## src/rtl/branch_imm_sequencer.sv

```systemverilog
// rtl/branch_imm_sequencer.sv - sequencer owning the shared sign extender for branch/jump/immediate resolution
//
// Accepts one decoded instruction at a time, steers the shared 16/26-bit
// extender, resolves branch conditions with a bounded wait, and presents
// either a next-PC redirect or an extended immediate.
//
// Ports:
//   clk, reset_n                 clock, asynchronous active-low reset
//   instr_valid/instr_ready      instruction handshake (ready only in IDLE)
//   instr, pc_plus4              instruction word and its PC+4
//   flush                        abort the in-flight instruction
//   cond_valid, cond_zero        branch comparison result from the ALU
//   sse                          extender mode (00 sext16, 01 sext16<<2, 10 imm26<<2, 11 zero)
//   unextended_16/26             extender inputs
//   extended                     extender result (combinational)
//   out_valid/out_ready          result handshake
//   redirect, next_pc            resolved next PC
//   imm_out                      extended immediate for I-type
//   link                         JAL writes pc_plus4 to $31
//   error                        branch resolved by timeout

module branch_imm_sequencer #(
    parameter int COND_TIMEOUT = 15
) (
    input  logic        clk,
    input  logic        reset_n,
    input  logic        instr_valid,
    output logic        instr_ready,
    input  logic [31:0] instr,
    input  logic [31:0] pc_plus4,
    input  logic        flush,
    input  logic        cond_valid,
    input  logic        cond_zero,
    output logic [1:0]  sse,
    output logic [15:0] unextended_16,
    output logic [25:0] unextended_26,
    input  logic [31:0] extended,
    output logic        out_valid,
    input  logic        out_ready,
    output logic        redirect,
    output logic [31:0] next_pc,
    output logic [31:0] imm_out,
    output logic        link,
    output logic        error
);

    typedef enum logic [1:0] {
        S_IDLE   = 2'd0,
        S_EXTEND = 2'd1,
        S_COND   = 2'd2,
        S_RESULT = 2'd3
    } state_t;

    localparam logic [2:0] C_BEQ   = 3'd0;
    localparam logic [2:0] C_BNE   = 3'd1;
    localparam logic [2:0] C_J     = 3'd2;
    localparam logic [2:0] C_JAL   = 3'd3;
    localparam logic [2:0] C_RTYPE = 3'd4;
    localparam logic [2:0] C_IMM   = 3'd5;

    localparam logic [1:0] SSE_SEXT16   = 2'b00;
    localparam logic [1:0] SSE_SEXT16S2 = 2'b01;
    localparam logic [1:0] SSE_IMM26S2  = 2'b10;
    localparam logic [1:0] SSE_ZERO     = 2'b11;

    localparam logic [7:0] CNT_LAST = 8'(COND_TIMEOUT - 1);

    function automatic logic [2:0] classify(input logic [5:0] opcode);
        case (opcode)
            6'b000100: classify = C_BEQ;
            6'b000101: classify = C_BNE;
            6'b000010: classify = C_J;
            6'b000011: classify = C_JAL;
            6'b000000: classify = C_RTYPE;
            default:   classify = C_IMM;
        endcase
    endfunction

    state_t      state, state_nxt;
    logic [25:0] instr_q;
    logic [31:0] pc_q;
    logic [2:0]  cls_q;
    logic [31:0] ext_q;
    logic [7:0]  cnt;

    logic        is_branch;
    logic        timeout;
    logic [31:0] ext_src;
    logic        cond_taken;
    logic [31:0] res_next_pc;
    logic [31:0] res_imm;
    logic        res_redirect;
    logic        res_link;
    logic        res_error;

    assign is_branch = (cls_q == C_BEQ) || (cls_q == C_BNE);
    assign timeout   = (cnt == CNT_LAST);

    // State register
    always_ff @(posedge clk or negedge reset_n) begin
        if (!reset_n) begin
            state <= S_IDLE;
        end else begin
            state <= state_nxt;
        end
    end

    // Next-state logic; flush beats cond_valid and timeout
    always_comb begin
        state_nxt = state;
        case (state)
            S_IDLE: begin
                if (instr_valid) state_nxt = S_EXTEND;
            end
            S_EXTEND: begin
                if (flush)          state_nxt = S_IDLE;
                else if (is_branch) state_nxt = S_COND;
                else                state_nxt = S_RESULT;
            end
            S_COND: begin
                if (flush)                      state_nxt = S_IDLE;
                else if (cond_valid || timeout) state_nxt = S_RESULT;
            end
            S_RESULT: begin
                if (flush || out_ready) state_nxt = S_IDLE;
            end
            default: state_nxt = S_IDLE;
        endcase
    end

    // Output logic: extender steering and input handshake
    always_comb begin
        instr_ready   = (state == S_IDLE);
        sse           = SSE_ZERO;
        unextended_16 = '0;
        unextended_26 = '0;
        if (state == S_EXTEND) begin
            unextended_16 = instr_q[15:0];
            unextended_26 = instr_q;
            case (cls_q)
                C_BEQ, C_BNE: sse = SSE_SEXT16S2;
                C_J, C_JAL:   sse = SSE_IMM26S2;
                C_IMM:        sse = SSE_SEXT16;
                default:      sse = SSE_ZERO;
            endcase
        end
    end

    // Result computation. Non-branches load their result at the end of
    // EXTEND, when ext_q is still being written, so they use the live
    // extender output instead of the registered copy.
    always_comb begin
        ext_src      = (state == S_EXTEND) ? extended : ext_q;
        cond_taken   = cond_valid && ((cls_q == C_BEQ) ? cond_zero : !cond_zero);
        res_next_pc  = pc_q;
        res_imm      = imm_out;
        res_redirect = 1'b0;
        res_link     = 1'b0;
        res_error    = 1'b0;
        case (cls_q)
            C_BEQ, C_BNE: begin
                if (cond_taken) begin
                    res_next_pc  = pc_q + ext_src;
                    res_redirect = 1'b1;
                end
                // Only reached on cond_valid or timeout, so no cond_valid means timeout
                res_error = !cond_valid;
            end
            C_J, C_JAL: begin
                res_next_pc  = {pc_q[31:28], ext_src[27:0]};
                res_redirect = 1'b1;
                res_link     = (cls_q == C_JAL);
            end
            C_IMM:   res_imm = ext_src;
            default: res_imm = '0;
        endcase
    end

    // Datapath registers
    always_ff @(posedge clk or negedge reset_n) begin
        if (!reset_n) begin
            instr_q   <= '0;
            pc_q      <= '0;
            cls_q     <= C_RTYPE;
            ext_q     <= '0;
            cnt       <= '0;
            out_valid <= 1'b0;
            redirect  <= 1'b0;
            link      <= 1'b0;
            error     <= 1'b0;
            next_pc   <= '0;
            imm_out   <= '0;
        end else begin
            case (state)
                S_IDLE: begin
                    if (instr_valid) begin
                        instr_q <= instr[25:0];
                        pc_q    <= pc_plus4;
                        cls_q   <= classify(instr[31:26]);
                    end
                end
                S_EXTEND: begin
                    ext_q <= extended;
                    cnt   <= '0;
                    if (!flush && !is_branch) begin
                        out_valid <= 1'b1;
                        next_pc   <= res_next_pc;
                        imm_out   <= res_imm;
                        redirect  <= res_redirect;
                        link      <= res_link;
                        error     <= res_error;
                    end
                end
                S_COND: begin
                    if (!flush) begin
                        if (cond_valid || timeout) begin
                            out_valid <= 1'b1;
                            next_pc   <= res_next_pc;
                            imm_out   <= res_imm;
                            redirect  <= res_redirect;
                            link      <= res_link;
                            error     <= res_error;
                        end else begin
                            cnt <= cnt + 8'd1;
                        end
                    end
                end
                S_RESULT: begin
                    if (flush || out_ready) begin
                        out_valid <= 1'b0;
                        redirect  <= 1'b0;
                        link      <= 1'b0;
                        error     <= 1'b0;
                    end
                end
                default: ;
            endcase
        end
    end

endmodule

```

## config.mk

```make
export PLATFORM = sky130hd
export DESIGN_NAME = branch_imm_sequencer
export DESIGN_NICKNAME = d
export VERILOG_FILES = /design/src/rtl/branch_imm_sequencer.sv
export SDC_FILE = /design/constraint.sdc
export NUM_CORES = 1
export LEC_CHECK = 0
export CAP_MARGIN = 40
export CORE_MARGIN = 5
export CORE_UTILIZATION = 55
export DETAILED_ROUTE_END_ITERATION = 12
export GPL_ROUTABILITY_DRIVEN = 0
export GPL_TIMING_DRIVEN = 0
export PLACE_DENSITY = 0.95
export SYNTH_ARGS = -nofsm -noshare
export SYNTH_HDL_FRONTEND = slang
export SYNTH_SLANG_ARGS = --single-unit
```

## constraint.sdc

```tcl
create_clock -name clk -period 7.36 [get_ports clk]
set_input_delay 1.472 -clock clk [delete_from_list [all_inputs] [get_ports clk]]
set_output_delay 1.472 -clock clk [all_outputs]
set_load 0.03 [all_outputs]
```

==> out/qor.txt, run 1 <==
status: finished, final reports clean
clock sinks: 171
Final min period: 5.52 ns
hold_ws: 0.480 ns
layout cell share with drive strength beyond 1: 13.7%
grt ovf: 0
Pwr Density: 578 nW/um2
CP startpoint: state[1]$_DFFE_PN0P_
post-synth cell types: 73
Critical Path RT: 5.89 ns
crit path max fanout: 10
Die H: 140 um
cell mode on critical path: clkbuf_1
hold buffers post-CTS: 0
NumNets Final: 1287
Mapped Area: 9340 um2
most frequent cells in the layout: clkdlybuf4s50_1 (214), dfrtp_1 (170), nand2_1 (110)
Fin. Hold Viols: 0
sum of buffers and inverters on the critical path: 7
CP Class: register to output port
die area: 19700 um2
via count: 8560
flops & latches, synth: 171
Max stage delay cell, worst path: clkdlybuf4s50_1
yosys warns: 0
post-CTS setup buffers: 0
Clock Path Buffers: 2
Slew @ Worst Pin: 0.858 ns
Worst Hold Path Cells: 2
Slew Limit Fails: 0
Die X: 140 um
DRT antenna net count: 0
CTS Root Cell: clkbuf_16
Max-slew headroom: 42.4%
post-synthesis sequential area ratio: 45.8%
CTS tree: done
unrepaired setup endpoints after global routing: false
# port buffers: 215
Critical Path, Cell by Cell: inv_1, ha_1, clkbuf_1, clkbuf_1, clkbuf_1, clkbuf_1, and2_1, buf_4, clkdlybuf4s50_1
vias in the first global route: 8742
initial drt markers: 1139
total track usage: 30.3%
final core utilization: 74.5%
worst skew pair latency: 0.44 ns
antenna violations before repair: 1
Routed WL per cell: 22.0 um
number of enable flip-flop cells after synthesis: 0
area grow syn2layout: 32.8%
Cells after Synth: 907
# setup viols final: 0
worst setup path end: unextended_26[14]
crit path DAT: 4.04 ns
num rows: 47
Core ar.: 16600 um2
Worst Setup Start Kind: register
worst reg2reg endpoint: next_pc[30]$_DFFE_PN0P_
initial core utilization: 56.1%
Tcrit/Tclk final: 74.9%
CTS buffer count: 17
DP Wirelength: 21600 um
worst stage delay on the critical path: 0.66 ns
reg2reg path depth: 17
CP top delay family: buffers and inverters
critical path depth: 9
Leakage: 0.00534 uW
ys flop type: dfrtp_1
vias per cell: 6.23
CTS clk-pin slew, worst paths: 0.07 ns
Crit. End Element: output port
routed wire length: 30300 um
Reg2Reg Setup Slack: 2.49 ns
Worst Hold Class: register to register
maxcap violations: 0
Avg Cell Area, Syn: 10.3 um2
DRC errors left: 0
Worst VDD drop: 292 uV
R2R Path Start: state[1]$_DFFE_PN0P_
boundary pin count: 216
largest net degree at the start of global routing: 95
Async SR Flop Fraction: 100%
Clock Skew: 0.00882 ns
commonest non-fill, non-tap cell in the layout: clkdlybuf4s50_1
syn_nets: 1052
Post-CTS Resized: 0
maximum clock rate: 181 MHz
CTS H-tree depth: 4
Pre-antenna DRT Iters: 6
wire length of the first global-routing pass: 47300 um
synthesized netlist by cell type, types with 4 or more instances:
| library cell | instances | area (um2) |
|---|---|---|
| mux2i_1 | 19 | 190 |
| a22oi_1 | 10 | 75.1 |
| nor3_1 | 16 | 80.1 |
| mux2_2 | 75 | 845 |
| o21bai_1 | 6 | 45.0 |
| o21ai_1 | 6 | 30.0 |
| a21o_1 | 10 | 75.1 |
| or3_1 | 5 | 31.3 |
| o21ai_0 | 53 | 265 |
| buf_4 | 16 | 120 |
| nand2b_1 | 5 | 31.3 |
| and3_1 | 5 | 31.3 |
| and2_1 | 28 | 175 |
| buf_2 | 5 | 25.0 |
| a221oi_1 | 8 | 70.1 |
| a21oi_1 | 43 | 215 |
| clkbuf_1 | 32 | 120 |
| o22ai_1 | 14 | 87.6 |
| dfrtp_1 | 170 | 4250 |
| nand4_1 | 6 | 37.5 |
| xnor2_1 | 16 | 140 |
| nor2b_1 | 6 | 37.5 |
| ha_1 | 41 | 513 |
| o31ai_1 | 16 | 120 |
| nand3_1 | 12 | 60.1 |
| nand2_1 | 110 | 413 |
| a222oi_1 | 6 | 60.1 |
| a31oi_1 | 6 | 37.5 |
| o221ai_1 | 4 | 35.0 |
| nor2_1 | 47 | 176 |
| inv_1 | 27 | 101 |
| nor3b_1 | 4 | 30.0 |
| xor2_1 | 15 | 131 |
| a211oi_1 | 5 | 37.5 |
through the flow:
stage	power, uW	worst slack (ns)	setup TNS, ns	instance area (um2)	cells
CTS	7070	1.90	0	12400	1372
global route	7540	1.74	0	12400	1373
global placement	5880	-1.93	-326.88	11800	1342
detailed placement	6050	2.40	0	11800	1343
finish	7170	1.84	0	12400	1373
floorplan	4700	3.47	0	9340	907
where the power goes:
| part | leakage (uW) | switching [uW] | internal (uW) |
|---|---|---|---|
| combinational | 0.00295 | 2720 | 1860 |
| sequential | 0.00209 | 284 | 1370 |
| clock | 0.000296 | 371 | 562 |
| total | 0.00534 | 3380 | 3790 |
how the worst min path moves through the flow:
stage	from	end	slack, ns
2_1_floorplan	instr_q[0]$_DFFE_PN0P_	instr_q[0]$_DFFE_PN0P_	0.47
3_3_place_gp	imm_out[14]$_DFFE_PN0P_	imm_out[14]$_DFFE_PN0P_	0.46
3_5_place_dp	imm_out[7]$_DFFE_PN0P_	imm_out[7]$_DFFE_PN0P_	0.47
4_1_cts	imm_out[7]$_DFFE_PN0P_	imm_out[7]$_DFFE_PN0P_	0.48
5_1_grt	imm_out[6]$_DFFE_PN0P_	imm_out[6]$_DFFE_PN0P_	0.50
6_report	imm_out[7]$_DFFE_PN0P_	imm_out[7]$_DFFE_PN0P_	0.48
flip-flops by register name, summed over array words and instances, names as in the netlist, 2 cells and up:
name	count
cls_q	3
cnt	8
ext_q	32
imm_out	32
instr_q	26
next_pc	32
pc_q	32
state	2
cell type report:
class,instances,area (um2)
Timing Repair Buffer,216,2180
Buffer,57,288
Tap cell,220,275
Clock inverter,8,118
Multi-Input combinational cell,651,4670
Inverter,28,105
Sequential cell,171,4280
Clock buffer,21,480
Antenna cell,1,2.50
Fill cell,1002,4240
metal layers:
layer	vias to the layer above	routed length, um	part of all wire, %	GRT usage, %
met4	0	1470	4.9	15.2
li1	3714	-	-	-
met5	-	0	0	0
met1	4160	10900	36	37.5
met2	553	14800	49	49.3
met3	133	3110	10	7.70
kinds of logic (layout without fill, tap and decap cells):
logic type | after synthesis | in the layout | share of synthesized area, %
multiplexers | 94 | 94 | 11.1
AND/OR/NAND/NOR | 262 | 262 | 13.5
other | 0 | 1 | 0
buffers and inverters | 85 | 330 | 4.21
flip-flops | 171 | 171 | 45.8
adder cells (fa/ha/maj) | 42 | 42 | 5.71
XOR/XNOR | 31 | 31 | 2.91
AO/OA/AOI/OAI | 222 | 222 | 16.8
tightest hold or removal path, cell delays in order (launching register included):
cell and delay (ns):
dfrtp_1 0.34, nand2_1 0.05, o31ai_1 0.05
Power figures use the tool's default switching activity.
==> inputs of run 2 (changes only) <==
- CORE_UTILIZATION: 55 -> 51
- PLACE_DENSITY: 0.95 -> 0.91
- clock period: 7.36 -> 5.3 ns (I/O delays scaled with it)
==> run 2 against run 1 <==
Net effect: sequential share of layout area increased by 0.073 points; global-route usage down 3.3 points; register-to-register slack worse by 2.0 ns; cell count is 0.73% higher; highest routed layer unchanged; via count decreased by 3.4%; sequential power rose by 38%; largest cell class unchanged; worst setup slack got worse by 1.5 ns.
==> out/qor.txt, run 2 (synthesis results as in run 1) <==
status: finished, final reports clean
DP Wirelength: 21600 um
boundary pin count: 216
antenna cell count: 0
Routed WL per cell: 21.2 um
Final min period: 4.97 ns
most frequent cells in the layout: clkdlybuf4s50_1 (214), dfrtp_1 (170), nand2_1 (110)
NumNets Final: 1287
maxcap violations: 0
CTS Root Cell: clkbuf_16
post-CTS setup buffers: 0
vias in the first global route: 8421
unrepaired setup endpoints after global routing: false
Pwr Total: 9810 uW
num rows: 49
via count: 8270
cell mode on critical path: clkbuf_1
Worst VDD drop: 425 uV
largest net degree at the start of global routing: 116
Fin. Hold Viols: 0
Critical Path, Cell by Cell: inv_1, ha_1, clkbuf_1, clkbuf_2, clkbuf_1, clkbuf_1, and2_1, buf_4, clkdlybuf4s50_1
Critical Path RT: 4.24 ns
Worst Hold Class: register to register
Pwr Density: 793 nW/um2
maximum clock rate: 201 MHz
Tcrit/Tclk final: 93.8%
Core ar.: 18000 um2
area grow syn2layout: 32.5%
layout cell share with drive strength beyond 1: 13.9%
die area: 21100 um2
vias per cell: 5.98
Max stage delay cell, worst path: clkdlybuf4s50_1
initial drt markers: 949
# setup viols final: 0
worst skew pair latency: 0.44 ns
CTS buffer count: 17
commonest non-fill, non-tap cell in the layout: clkdlybuf4s50_1
Slew Limit Fails: 0
# port buffers: 215
Die H: 145 um
routed wire length: 29400 um
grt ovf: 0
Slew @ Worst Pin: 0.797 ns
DRT antenna net count: 0
clock sinks: 171
Crit. End Element: output port
Leakage: 0.00532 uW
crit path DAT: 3.91 ns
CP Class: register to output port
Die X: 145 um
sum of buffers and inverters on the critical path: 7
worst stage delay on the critical path: 0.66 ns
antenna violations before repair: 0
CTS H-tree depth: 4
total track usage: 27.0%
worst slack at placement: 0.533 ns
Max-slew headroom: 46.7%
crit path max fanout: 10
wire length of the first global-routing pass: 45600 um
DRC errors left: 0
Worst Setup Start Kind: register
CTS tree: done
initial core utilization: 51.8%
CP top delay family: buffers and inverters
final setup margin: 0.329 ns
Clock Skew: 0.00764 ns
Clock Path Buffers: 2
Pre-antenna DRT Iters: 6
CTS clk-pin slew, worst paths: 0.06 ns
## run 2: changes by cell type in the layout (fill, tap and decap cells not counted)
cell	delta
bufinv_16	-2
clkinv_4	+2
diode_2	-1
clkinvlp_4	+1
clkbuf_2	+1
inv_6	+1
clkbuf_8	-1
## run 2: area by class of cell
| class | count | area, um2 |
|---|---|---|
| fill | 1272 | 5650 |
| multi-input combinational | 651 | 4670 |
| sequential | 171 | 4280 |
| timing repair buffer | 216 | 2180 |
| clock buffer | 21 | 470 |
| buffer | 57 | 289 |
| tap | 229 | 287 |
| inverter | 28 | 105 |
| clock inverter | 10 | 91.3 |
## run 2: final timing paths
check                                  startpoint                      end  slack [ns]  cells past startpoint
max                          state[1]$_DFFE_PN0P_         unextended_26[7]        0.33                      9
min                        next_pc[6]$_DFFE_PN0P_   next_pc[6]$_DFFE_PN0P_        0.49                      2
max reg2reg                  state[1]$_DFFE_PN0P_  next_pc[20]$_DFFE_PN0P_        0.46                     16
min reg2reg                next_pc[6]$_DFFE_PN0P_   next_pc[6]$_DFFE_PN0P_        0.49                      2
max in group asynchronous                 reset_n     pc_q[14]$_DFFE_PN0P_        3.88                      2
min in group asynchronous                 reset_n   instr_q[5]$_DFFE_PN0P_        0.54                      1
## run 2: repair_timing
action | CTS | global route
setup endpoints to repair | 0 | 15
hold buffers | 0 | 0
resized for setup | 0 | 2
## run 2: metrics by stage
step	setup TNS [ns]	hold slack, ns	instances	cell area (um2)	utilization [%]
floorplan	0	0.471	907	9340	-
global placement	-611.04	0.464	1351	11800	65.4
detailed placement	0	0.472	1352	11800	65.5
CTS	0	0.486	1383	12400	68.7
global route	0	0.505	1383	12400	68.7
finish	0	0.486	1383	12400	68.7
## run 2: worst min-delay path: cells and delay by family (launching register included)
family | cells | cell delay [ns]
compound gates | 1 | 0.06
flops | 1 | 0.34
simple gates | 1 | 0.05
## run 2: layer usage
metal	vias up	track usage, %	share of wire, %
met2	466	44.8	49
met4	0	11.7	3.9
met5	-	0	0
met3	93	7.19	8.6
li1	3719	-	-
met1	3992	33.2	39
## run 2: report_power, final
part	internal (uW)	switching [uW]	total, uW
Combinational	2590	3760	6350
Clock	680	516	1200
Sequential	1900	373	2270
Total	5160	4650	9810
